[src/rtl/bcd_disp_pkg.sv]
// Shared types and segment constants for the BCD seven-segment display.
// Segments are active-low, packed {g,f,e,d,c,b,a}.
package bcd_disp_pkg;

  typedef enum logic [1:0] {
    ST_IDLE = 2'd0,
    ST_HOLD = 2'd1,
    ST_SHOW = 2'd2
  } state_t;

  localparam logic [6:0] SEG_BLANK = 7'h7F;
  localparam logic [6:0] SEG_DASH  = 7'h3F;

  // Digit-to-segment table, indexed by the 4-bit digit; codes 10..15 show a dash.
  localparam logic [15:0][6:0] SEG_TABLE = {
    SEG_DASH, SEG_DASH, SEG_DASH, SEG_DASH, SEG_DASH, SEG_DASH,
    7'h10, 7'h00, 7'h78, 7'h02, 7'h12, 7'h19, 7'h30, 7'h24, 7'h79, 7'h40
  };

endpackage

[src/rtl/bcd_digit_seg.sv]
// One BCD digit to active-low seven-segment code, with a blank override.
module bcd_digit_seg
  import bcd_disp_pkg::*;
(
  input  logic [3:0] i_digit,
  input  logic       i_blank,
  output logic [6:0] o_seg
);

  // Table lookup, forced dark when blanked.
  always_comb begin
    o_seg = SEG_TABLE[i_digit];
    if (i_blank) o_seg = SEG_BLANK;
  end

endmodule

[src/rtl/bcd_seg_display.sv]
// Three-digit BCD display with a valid/ready capture handshake, a minimum
// display hold time, leading-zero blanking and registered segment outputs.
// Optional blink in SHOW state: define BCD_DISP_BLINK_EN.
module bcd_seg_display
  import bcd_disp_pkg::*;
#(
  parameter int unsigned HOLD_CYCLES = 4,
  parameter int unsigned BLINK_HALF  = 25_000_000
) (
  input  logic        clk,
  input  logic        rst_n,
  input  logic [11:0] bcd_in,
  input  logic        bcd_valid,
  output logic        bcd_ready,
  input  logic        clear,
  output logic [6:0]  HEX2,
  output logic [6:0]  HEX1,
  output logic [6:0]  HEX0
);

  if (HOLD_CYCLES < 1 || HOLD_CYCLES > 255 || BLINK_HALF < 1) begin : g_bad_param
    $error("bcd_seg_display: HOLD_CYCLES must be 1..255 and BLINK_HALF >= 1");
  end

  localparam logic [7:0] LP_HOLD_LOAD = 8'(HOLD_CYCLES - 1);

  state_t      r_state;
  state_t      w_state_nxt;
  logic        w_ready;
  logic        w_xfer;
  logic [11:0] r_capt;
  logic [7:0]  r_hold_cnt;
  logic        w_blank_all;
  logic [6:0]  w_seg2, w_seg1, w_seg0;
  logic [6:0]  r_hex2, r_hex1, r_hex0;

  // clear wins over a pending transfer; HOLD never accepts.
  assign w_xfer    = bcd_valid & ~clear & (r_state != ST_HOLD);
  assign bcd_ready = w_ready;
  assign HEX2      = r_hex2;
  assign HEX1      = r_hex1;
  assign HEX0      = r_hex0;

  // State register.
  always_ff @(posedge clk or negedge rst_n) begin
    if (!rst_n) r_state <= ST_IDLE;
    else        r_state <= w_state_nxt;
  end

  // Next-state and ready decode.
  always_comb begin
    w_state_nxt = r_state;
    w_ready     = 1'b1;
    case (r_state)
      ST_IDLE: if (w_xfer) w_state_nxt = ST_HOLD;
      ST_HOLD: begin
        w_ready = 1'b0;
        if (r_hold_cnt == '0) w_state_nxt = ST_SHOW;
      end
      ST_SHOW: if (w_xfer) w_state_nxt = ST_HOLD;
      default: w_state_nxt = ST_IDLE;
    endcase
    if (clear) w_state_nxt = ST_IDLE;
  end

  // Captured value and hold countdown.
  always_ff @(posedge clk or negedge rst_n) begin
    if (!rst_n) begin
      r_capt     <= '0;
      r_hold_cnt <= '0;
    end else if (clear) begin
      r_capt     <= '0;
      r_hold_cnt <= '0;
    end else if (w_xfer) begin
      r_capt     <= bcd_in;
      r_hold_cnt <= LP_HOLD_LOAD;
    end else if (r_state == ST_HOLD && r_hold_cnt != '0) begin
      r_hold_cnt <= r_hold_cnt - 8'd1;
    end
  end

`ifdef BCD_DISP_BLINK_EN
  localparam logic [31:0] LP_BLINK_LAST = 32'(BLINK_HALF - 1);

  logic [31:0] r_blink_cnt;
  logic        r_blink_phase;

  // Blink timer runs only in SHOW; restarts dark-free on every transfer or clear.
  always_ff @(posedge clk or negedge rst_n) begin
    if (!rst_n) begin
      r_blink_cnt   <= '0;
      r_blink_phase <= 1'b0;
    end else if (clear || w_xfer) begin
      r_blink_cnt   <= '0;
      r_blink_phase <= 1'b0;
    end else if (r_state == ST_SHOW) begin
      if (r_blink_cnt == LP_BLINK_LAST) begin
        r_blink_cnt   <= '0;
        r_blink_phase <= ~r_blink_phase;
      end else begin
        r_blink_cnt <= r_blink_cnt + 32'd1;
      end
    end
  end

  assign w_blank_all = (r_state == ST_IDLE) | ((r_state == ST_SHOW) & r_blink_phase);
`else
  assign w_blank_all = (r_state == ST_IDLE);
`endif

  bcd_digit_seg u_seg2 (
    .i_digit (r_capt[11:8]),
    .i_blank (w_blank_all | (r_capt[11:8] == 4'd0)),
    .o_seg   (w_seg2)
  );

  bcd_digit_seg u_seg1 (
    .i_digit (r_capt[7:4]),
    .i_blank (w_blank_all | (r_capt[11:4] == 8'd0)),
    .o_seg   (w_seg1)
  );

  bcd_digit_seg u_seg0 (
    .i_digit (r_capt[3:0]),
    .i_blank (w_blank_all),
    .o_seg   (w_seg0)
  );

  // Segment output registers; they trail the capture register by one cycle.
  always_ff @(posedge clk or negedge rst_n) begin
    if (!rst_n) begin
      r_hex2 <= SEG_BLANK;
      r_hex1 <= SEG_BLANK;
      r_hex0 <= SEG_BLANK;
    end else begin
      r_hex2 <= w_seg2;
      r_hex1 <= w_seg1;
      r_hex0 <= w_seg0;
    end
  end

endmodule

[config.mk]
export PLATFORM = sky130hd
export DESIGN_NAME = bcd_seg_display
export DESIGN_NICKNAME = d
export VERILOG_FILES = /design/src/rtl/bcd_disp_pkg.sv /design/src/rtl/bcd_digit_seg.sv /design/src/rtl/bcd_seg_display.sv
export SDC_FILE = /design/constraint.sdc
export NUM_CORES = 1
export LEC_CHECK = 0
export CAP_MARGIN = 10
export CORE_AREA = 3 3 73 75
export DETAILED_ROUTE_END_ITERATION = 6
export DIE_AREA = 0 0 76 78
export PLACE_DENSITY = 0.83
export SYNTH_ARGS = -nofsm -noshare
export SYNTH_HDL_FRONTEND = slang
export SYNTH_SLANG_ARGS = --single-unit
[constraint.sdc]
create_clock -name clk -period 1.6 [get_ports clk]
set_input_delay 0.16 -clock clk [delete_from_list [all_inputs] [get_ports clk]]
set_output_delay 0.16 -clock clk [all_outputs]
set_load 0.005 [all_outputs]
==> out/summary.txt, run 1 <==
Status - complete, but fails checks
Failing checks - negative setup slack
TritonCTS clock tree - yes
Synthesized area per cell - 9.52 sq um
Post-synthesis adder-cell area fraction - 9.71%
Final min period - 1.67 ns
Grt total ovfl - 0
Routed wire length - 4270 um
Crit Path Max Fanout - 3
Endpoints failing hold - 0
Core Area - 4720 sq um
Worst setup EP type - flop
CTS sink count - 43
Seq/Total Area, Yosys - 50.3%
Mux cell area share after synthesis - 0.914%
FILL cells - 375
Ranking of synthesized cells by area - dfstp_2, dfrtp_1, ha_1
Final setup vio count - 3
Row count - 25
Setup slack after placement - -0.0728 ns
Reg area - 1100 sq um
Vias in the first global route - 1653
Setup TNS - -0.132 ns
Worst endpoint required time - 1.82 ns
# Max-Cap Violations - 0
Clock Tree Root - clkbuf_8
Clock tree buffer depth - 2
Max-slew violations - 0
GPL Wtd Cong - 0.770
Area grow syn2layout - 32.2%
Final-stage net count - 316
First-pass GRT wire length - 7070 um
CP Launch Type - flop
Yosys top cell area share - 25.2%
Crit path launch - r_hold_cnt[0]$_DFFE_PN0P_
Die footprint - 5930 sq um
Final worst setup slack - -0.0702 ns
Crit path DAT - 1.89 ns
Synthesized area - 2190 sq um
Warnings, synthesis - 0
Compound-gate portion of the synthesized area - 16.6%
Effective utilization at floorplan - 46.4%
Die width - 76 um
Worst hold start - bcd_in[3]
Cell variety after synth - 34
Worst skew pair latency - 0.29 ns
Post-detailed-route count of antenna-violating nets - 0
Number of synthesized register bits - 43
Area of the multi-input gates - 1040 sq um
Slew headroom - 66.2%
Via count - 1753
Unrepaired setup endpoints after global routing - true
Setup CP Type - flop to flop
Syn_nets - 263
Fmax - 0.599 GHz
Proportion of layout cells with a drive suffix above 1 - 22.2%
Cell accounting for the most synthesized area - dfstp_2
WL/cell - 12.2 um
Residual DRC - 0
Main combinational cell family by area after synthesis - compound AO/OA/AOI/OAI gates
Largest net degree at the start of global routing - 44
Die height - 78 um
Period Utilization, post-route - 104%
Worst reg2reg startpoint - r_hold_cnt[0]$_DFFE_PN0P_
Synth Instances - 230
Drt first-iter violations - 97
Tot GR Track Use - 14.8%
Pwr per Cell Area - 924 nW/um^2
Synth Area in XOR/XNOR - 1.60%
Class of the worst hold path - input pin to flop
CTS Buf Count - 5
Port-buffer cells - 37
N_diodes - 0
Clock slew at reported path FFs - 0.08 ns
Simple-gate share of the synthesized area - 15.7%
Initial antenna violation count - 0
DR pass1 iterations - 5
VDD IR max - 0.359 mV
Hpwl dp - 2990 um
Leak - 1.21 nW
Boundary Pins - 38
Fin Clk Skew - 0.0114 ns
H-tree levels - 2
Vias/cell - 4.99
Worst slew pin tran - 0.506 ns
## routing by layer
metal / wire (um) / track usage (%) / vias to the layer above
met1: 1720 / 16.4 / 821
met4: 114 / 8.15 / 0
met2: 2260 / 26.1 / 52
met3: 174 / 3.60 / 8
met5: 0 / 0 / -
li1: - / - / 872
## cell usage after synthesis
library cell / count
xor2_1: 2
or2_2: 2
o41ai_1: 1
and2b_1: 1
o211ai_1: 5
buf_2: 3
dfstp_2: 21
nand2_1: 35
xnor2_1: 2
nor4b_2: 1
or3b_2: 1
or4_4: 1
a21oi_1: 29
o311ai_0: 1
clkbuf_1: 5
dfrtp_1: 22
mux2i_1: 2
nor3b_1: 1
o21ai_4: 1
nor3_1: 5
buf_1: 1
ha_1: 17
nor2b_1: 4
inv_1: 20
o22ai_1: 2
o21a_1: 2
nand2b_1: 4
o21ai_0: 19
a21oi_2: 1
nor2_1: 13
and3_1: 2
or4_1: 1
and2_1: 1
o31ai_1: 2
## cells by family (layout without fill, tap and decap cells)
family	count (synthesis)	in the layout
AO/OA/AOI/OAI	63	63
XOR/XNOR	4	4
adder cells (fa/ha/maj)	17	17
buffers and inverters	29	83
flip-flops	43	43
multiplexers	2	2
AND/OR/NAND/NOR	72	72
## power breakdown
group	total (mW)	switching (mW)	internal, mW	leakage (nW)
registers	1.30	0.0646	1.24	0.518
logic	0.674	0.317	0.358	0.646
clock network	0.697	0.353	0.344	0.0449
total	2.67	0.734	1.94	1.21
## stage by stage
step | instance area [sq um] | power [mW] | hold slack, ns | std cells | utilization, %
floorplan | 2190 | 1.63 | -0.136 | 230 | -
global placement | 2690 | 1.92 | 0.247 | 337 | 57.0
global route | 2900 | 2.83 | 0.407 | 351 | 61.3
CTS | 2860 | 2.67 | 0.405 | 351 | 60.5
detailed placement | 2690 | 1.94 | 0.256 | 337 | 57.0
finish | 2900 | 2.67 | 0.409 | 351 | 61.3
## final timing paths
| check | to | slack, ns | cells past startpoint |
|---|---|---|---|
| worst min-delay path | r_capt[3]$_DFFE_PN0P_ | 0.41 | 3 |
| worst max register to register | r_hold_cnt[7]$_DFFE_PN0P_ | -0.07 | 5 |
| worst max-delay path | r_hold_cnt[7]$_DFFE_PN0P_ | -0.07 | 5 |
| worst min register to register | HEX2[0]$_DFF_PN1_ | 0.56 | 1 |
| max in group asynchronous | HEX0[3]$_DFF_PN1_ | 0.77 | 3 |
| min in group asynchronous | r_capt[3]$_DFFE_PN0P_ | 0.46 | 3 |
## flip-flops by register name, indices dropped and copies added (netlist names)
| name | cells |
|---|---|
| r_state | 2 |
| HEX2 | 7 |
| r_capt | 12 |
| r_hold_cnt | 8 |
| HEX1 | 7 |
| HEX0 | 7 |
## area by class of cell
type | count | share of cell area [%]
clock inverter | 2 | 0.389
multi-input combinational | 158 | 35.9
sequential | 43 | 38.1
tap | 67 | 2.90
timing repair buffer | 55 | 17.3
clock buffer | 6 | 2.85
inverter | 20 | 2.59
## worst max-delay path, cell delays in order, from the launching register on
cell and delay (ns):
dfrtp_1 0.40, buf_4 0.15, nor4b_4 0.28, o211ai_1 0.18
or4_1 0.45, a21oi_2 0.14
## layout by cell type, fill, tap and decap left out, types with 4 or more instances in the layout
| cell type | n |
|---|---|
| nand2_1 | 35 |
| dfstp_2 | 21 |
| nor2_1 | 13 |
| o211ai_1 | 5 |
| inv_1 | 17 |
| nor2b_1 | 4 |
| a21oi_1 | 27 |
| clkbuf_8 | 6 |
| o21ai_0 | 19 |
| clkdlybuf4s50_1 | 35 |
| dfrtp_1 | 22 |
| buf_4 | 17 |
| nand2b_1 | 4 |
| nor3_1 | 4 |
| ha_1 | 15 |
## what timing repair did
action,4_1_cts,5_1_grt
hold buffers,1,0
setup buffers,5,0
setup endpoints to repair,4,12
pin swaps,2,6
resized for setup,6,7
hold endpoints to repair,22,0
(Power assumes the default switching activity.)
==> run 2, diff against run 1 <==
- ABC_AREA: unset -> 1
- CELL_PAD_IN_SITES_DETAIL_PLACEMENT: unset -> 1
- CELL_PAD_IN_SITES_GLOBAL_PLACEMENT: unset -> 2
- CORE_AREA: 3 3 73 75 -> 3 3 94 96
- DIE_AREA: 0 0 76 78 -> 0 0 97 99
- PLACE_DENSITY: 0.83 -> 0.82
==> run 2 against run 1 <==
The run now ends clean; core utilization is 26 points lower; cell count is 18% higher; critical path depth is 3 lower; highest routed layer unchanged; worst setup slack better by 0.15 ns; clock skew is 0.0084 ns lower; global-route usage is 3.2 points lower; wire length is 21% higher; non-clock buffer count is 7 lower; critical endpoint is now bcd_ready; power is 50% higher; sequential power is 26% higher; largest power group is now combinational cells.
==> out/summary.txt, run 2 <==
Final cell count without fillers - 414
Worst skew pair latency - 0.30 ns
Sw Pwr - 1.48 mW
Synth Instances - 255
Mux cell area share after synthesis - 0%
Largest regs - r_capt (12), r_hold_cnt (8)
First-pass GRT wire length - 9040 um
R2R depth - 8
Die footprint - 9600 sq um
Residual DRC - 0
WL/cell - 12.5 um
Pwr per Cell Area - 1380 nW/um^2
Synthesized area per cell - 8.74 sq um
Clock slew at reported path FFs - 0.09 ns
Post-CTS setup buffer count - 0
DR pass1 iterations - 4
Post-synth ARST share - 100%
Seq pwr share - 40.8%
Die width - 97 um
Warnings, synthesis - 0
Syn_nets - 288
Clock tree buffer depth - 2
Via count - 1833
Reg area - 1100 sq um
TritonCTS clock tree - yes
Final-stage net count - 341
Clock Tree Root - clkbuf_8
# Max-Cap Violations - 0
Total Power - 4.02 mW
Commonest non-fill, non-tap cell in the layout - nand2_1
Comb power frac - 41.1%
H-tree levels - 2
Vias in the first global route - 1960
N_diodes - 0
Vias/cell - 4.43
Cell depth of the worst hold path - 3
# placed instances - 405
Compound-gate portion of the synthesized area - 10.2%
Cell variety after synth - 24
Post-detailed-route count of antenna-violating nets - 0
Simple-gate share of the synthesized area - 24.8%
Post-synth EDFFs - 0
Main combinational cell family by area after synthesis - simple AND/OR/NAND/NOR gates
VDD IR max - 0.504 mV
Boundary Pins - 38
Routed wire length - 5180 um
Design Area, Final - 2910 sq um
Most frequent cells in the layout - nand2_1, clkdlybuf4s50_1, inv_1
Endpoints failing hold - 0
Cell accounting for the most synthesized area - dfstp_2
Worst slew pin tran - 0.530 ns
Effective utilization at floorplan - 27.4%
Clk pwr share - 18.1%
Final core utilization - 35.8%
Setup CP Type - flop to output pin
Die height - 99 um
Largest register by flop count - r_capt
Synthesized area - 2230 sq um
Grt total ovfl - 0
Synth Area in XOR/XNOR - 0.393%
Tot GR Track Use - 11.6%
Row count - 33
Worst endpoint required time - 1.44 ns
FILL cells - 967
Port-buffer cells - 37
Fmax - 0.657 GHz
CTS Buf Count - 5
Period Utilization, post-route - 95.1%
Initial antenna violation count - 0
Crit path DAT - 1.36 ns
Leak - 1.32 nW
Hold Path End - r_capt[7]$_DFFE_PN0P_
Final hold slack - 0.413 ns
Proportion of layout cells with a drive suffix above 1 - 21.4%
Ranking of synthesized cells by area - dfstp_2, dfrtp_1, nand2_1
Worst setup EP type - output pin
Status - completed
Slew headroom - 64.6%
Drt first-iter violations - 48
Final setup vio count - 0
GPL Wtd Cong - 0.811
Most numerous cell in the Yosys netlist - nand2_1
R2R Path End - r_hold_cnt[2]$_DFFE_PN0P_
Worst reg2reg startpoint - r_hold_cnt[1]$_DFFE_PN0P_
Primary FF master, synth - dfrtp_1
Post-synthesis adder-cell area fraction - 9.55%
CP Launch Type - flop
Area grow syn2layout - 30.5%
Crit Path Max Fanout - 6
Internal power - 2.54 mW
Fin Clk Skew - 0.00292 ns
Yosys top cell area share - 24.8%
Final min period - 1.52 ns
Top cells by count, synth - nand2_1, inv_1, nor2_1, dfrtp_1, dfstp_2
Number of synthesized register bits - 43
Seq/Total Area, Yosys - 49.5%
Placed inst area - 2800 sq um
CTS sink count - 43
Reg2Reg Setup Slack - 0.12 ns
Sw frac - 36.7%
Area of the multi-input gates - 1010 sq um
Class of the worst hold path - input pin to flop
Largest net degree at the start of global routing - 44
Worst hold start - bcd_in[7]
Hpwl dp - 4160 um
Max reg flops - 12
Max-slew violations - 0
Core Area - 8130 sq um
-- run 2: area by class of cell --
class	count	area share, %
Clock buffer	5	2.37
Clock inverter	3	0.817
Inverter	29	3.74
Multi-Input combinational cell	181	34.8
Sequential cell	43	37.9
Tap cell	105	4.52
Timing Repair Buffer	48	15.9
-- run 2: kinds of logic (layout without fill, tap and decap cells) --
kind of cell,after synthesis,in the layout
and+or+nand+nor,127,127
adders and majority gates,17,17
buffers and inverters,31,85
AOI/OAI and AO/OA,36,36
xor gates and xnor gates,1,1
DFF,43,43
-- run 2: worst max-delay path: stages, from the launching register on --
cell             delay [ns]
dfrtp_1                0.43
nand2_4                0.12
clkdlybuf4s50_1        0.51
-- run 2: how the worst max path moves through the flow --
| stage | start | end | slack (ns) | cells past startpoint |
|---|---|---|---|---|
| 4_1_cts | r_state[0]$_DFFE_PN0P_ | bcd_ready | 0.03 | 2 |
| 2_1_floorplan | r_capt[8]$_DFFE_PN0P_ | HEX2[0]$_DFF_PN1_ | 0.22 | 5 |
| 3_3_place_gp | r_capt[9]$_DFFE_PN0P_ | HEX1[0]$_DFF_PN1_ | 0.11 | 8 |
| 5_1_grt | r_hold_cnt[1]$_DFFE_PN0P_ | r_hold_cnt[1]$_DFFE_PN0P_ | -0.006 | 8 |
| 6_report | r_state[0]$_DFFE_PN0P_ | bcd_ready | 0.08 | 2 |
| 3_5_place_dp | r_capt[9]$_DFFE_PN0P_ | HEX1[0]$_DFF_PN1_ | 0.09 | 8 |
-- run 2: per-stage QoR --
step                      TNS [ns]  worst slack (ns)
after floorplan                  0             0.217
after global placement           0             0.109
after detailed placement         0            0.0856
after CTS                        0            0.0323
after global routing       -0.0102          -0.00639
final                            0            0.0787
-- run 2: power by group through the flow --
stage	clock (mW)	combinational (mW)	sequential (mW)
2_1_floorplan	0	0.908	1.65
3_3_place_gp	0	1.63	1.65
3_5_place_dp	0	1.66	1.66
4_1_cts	0.760	1.67	1.64
5_1_grt	0.793	1.90	1.68
6_report	0.727	1.65	1.64
-- run 2: layer usage --
metal	GRT usage [%]	routed length (um)	vias up
met5	0	0	-
met4	5.18	92	0
met3	1.70	133	7
met2	20.7	2650	26
met1	13.8	2310	882
li1	-	-	918
-- run 2: repair_timing --
action	CTS	global route
setup endpoints to repair	0	7
endpoints found under the hold margin	22	0
resized for setup	0	3
hold buffers	1	0
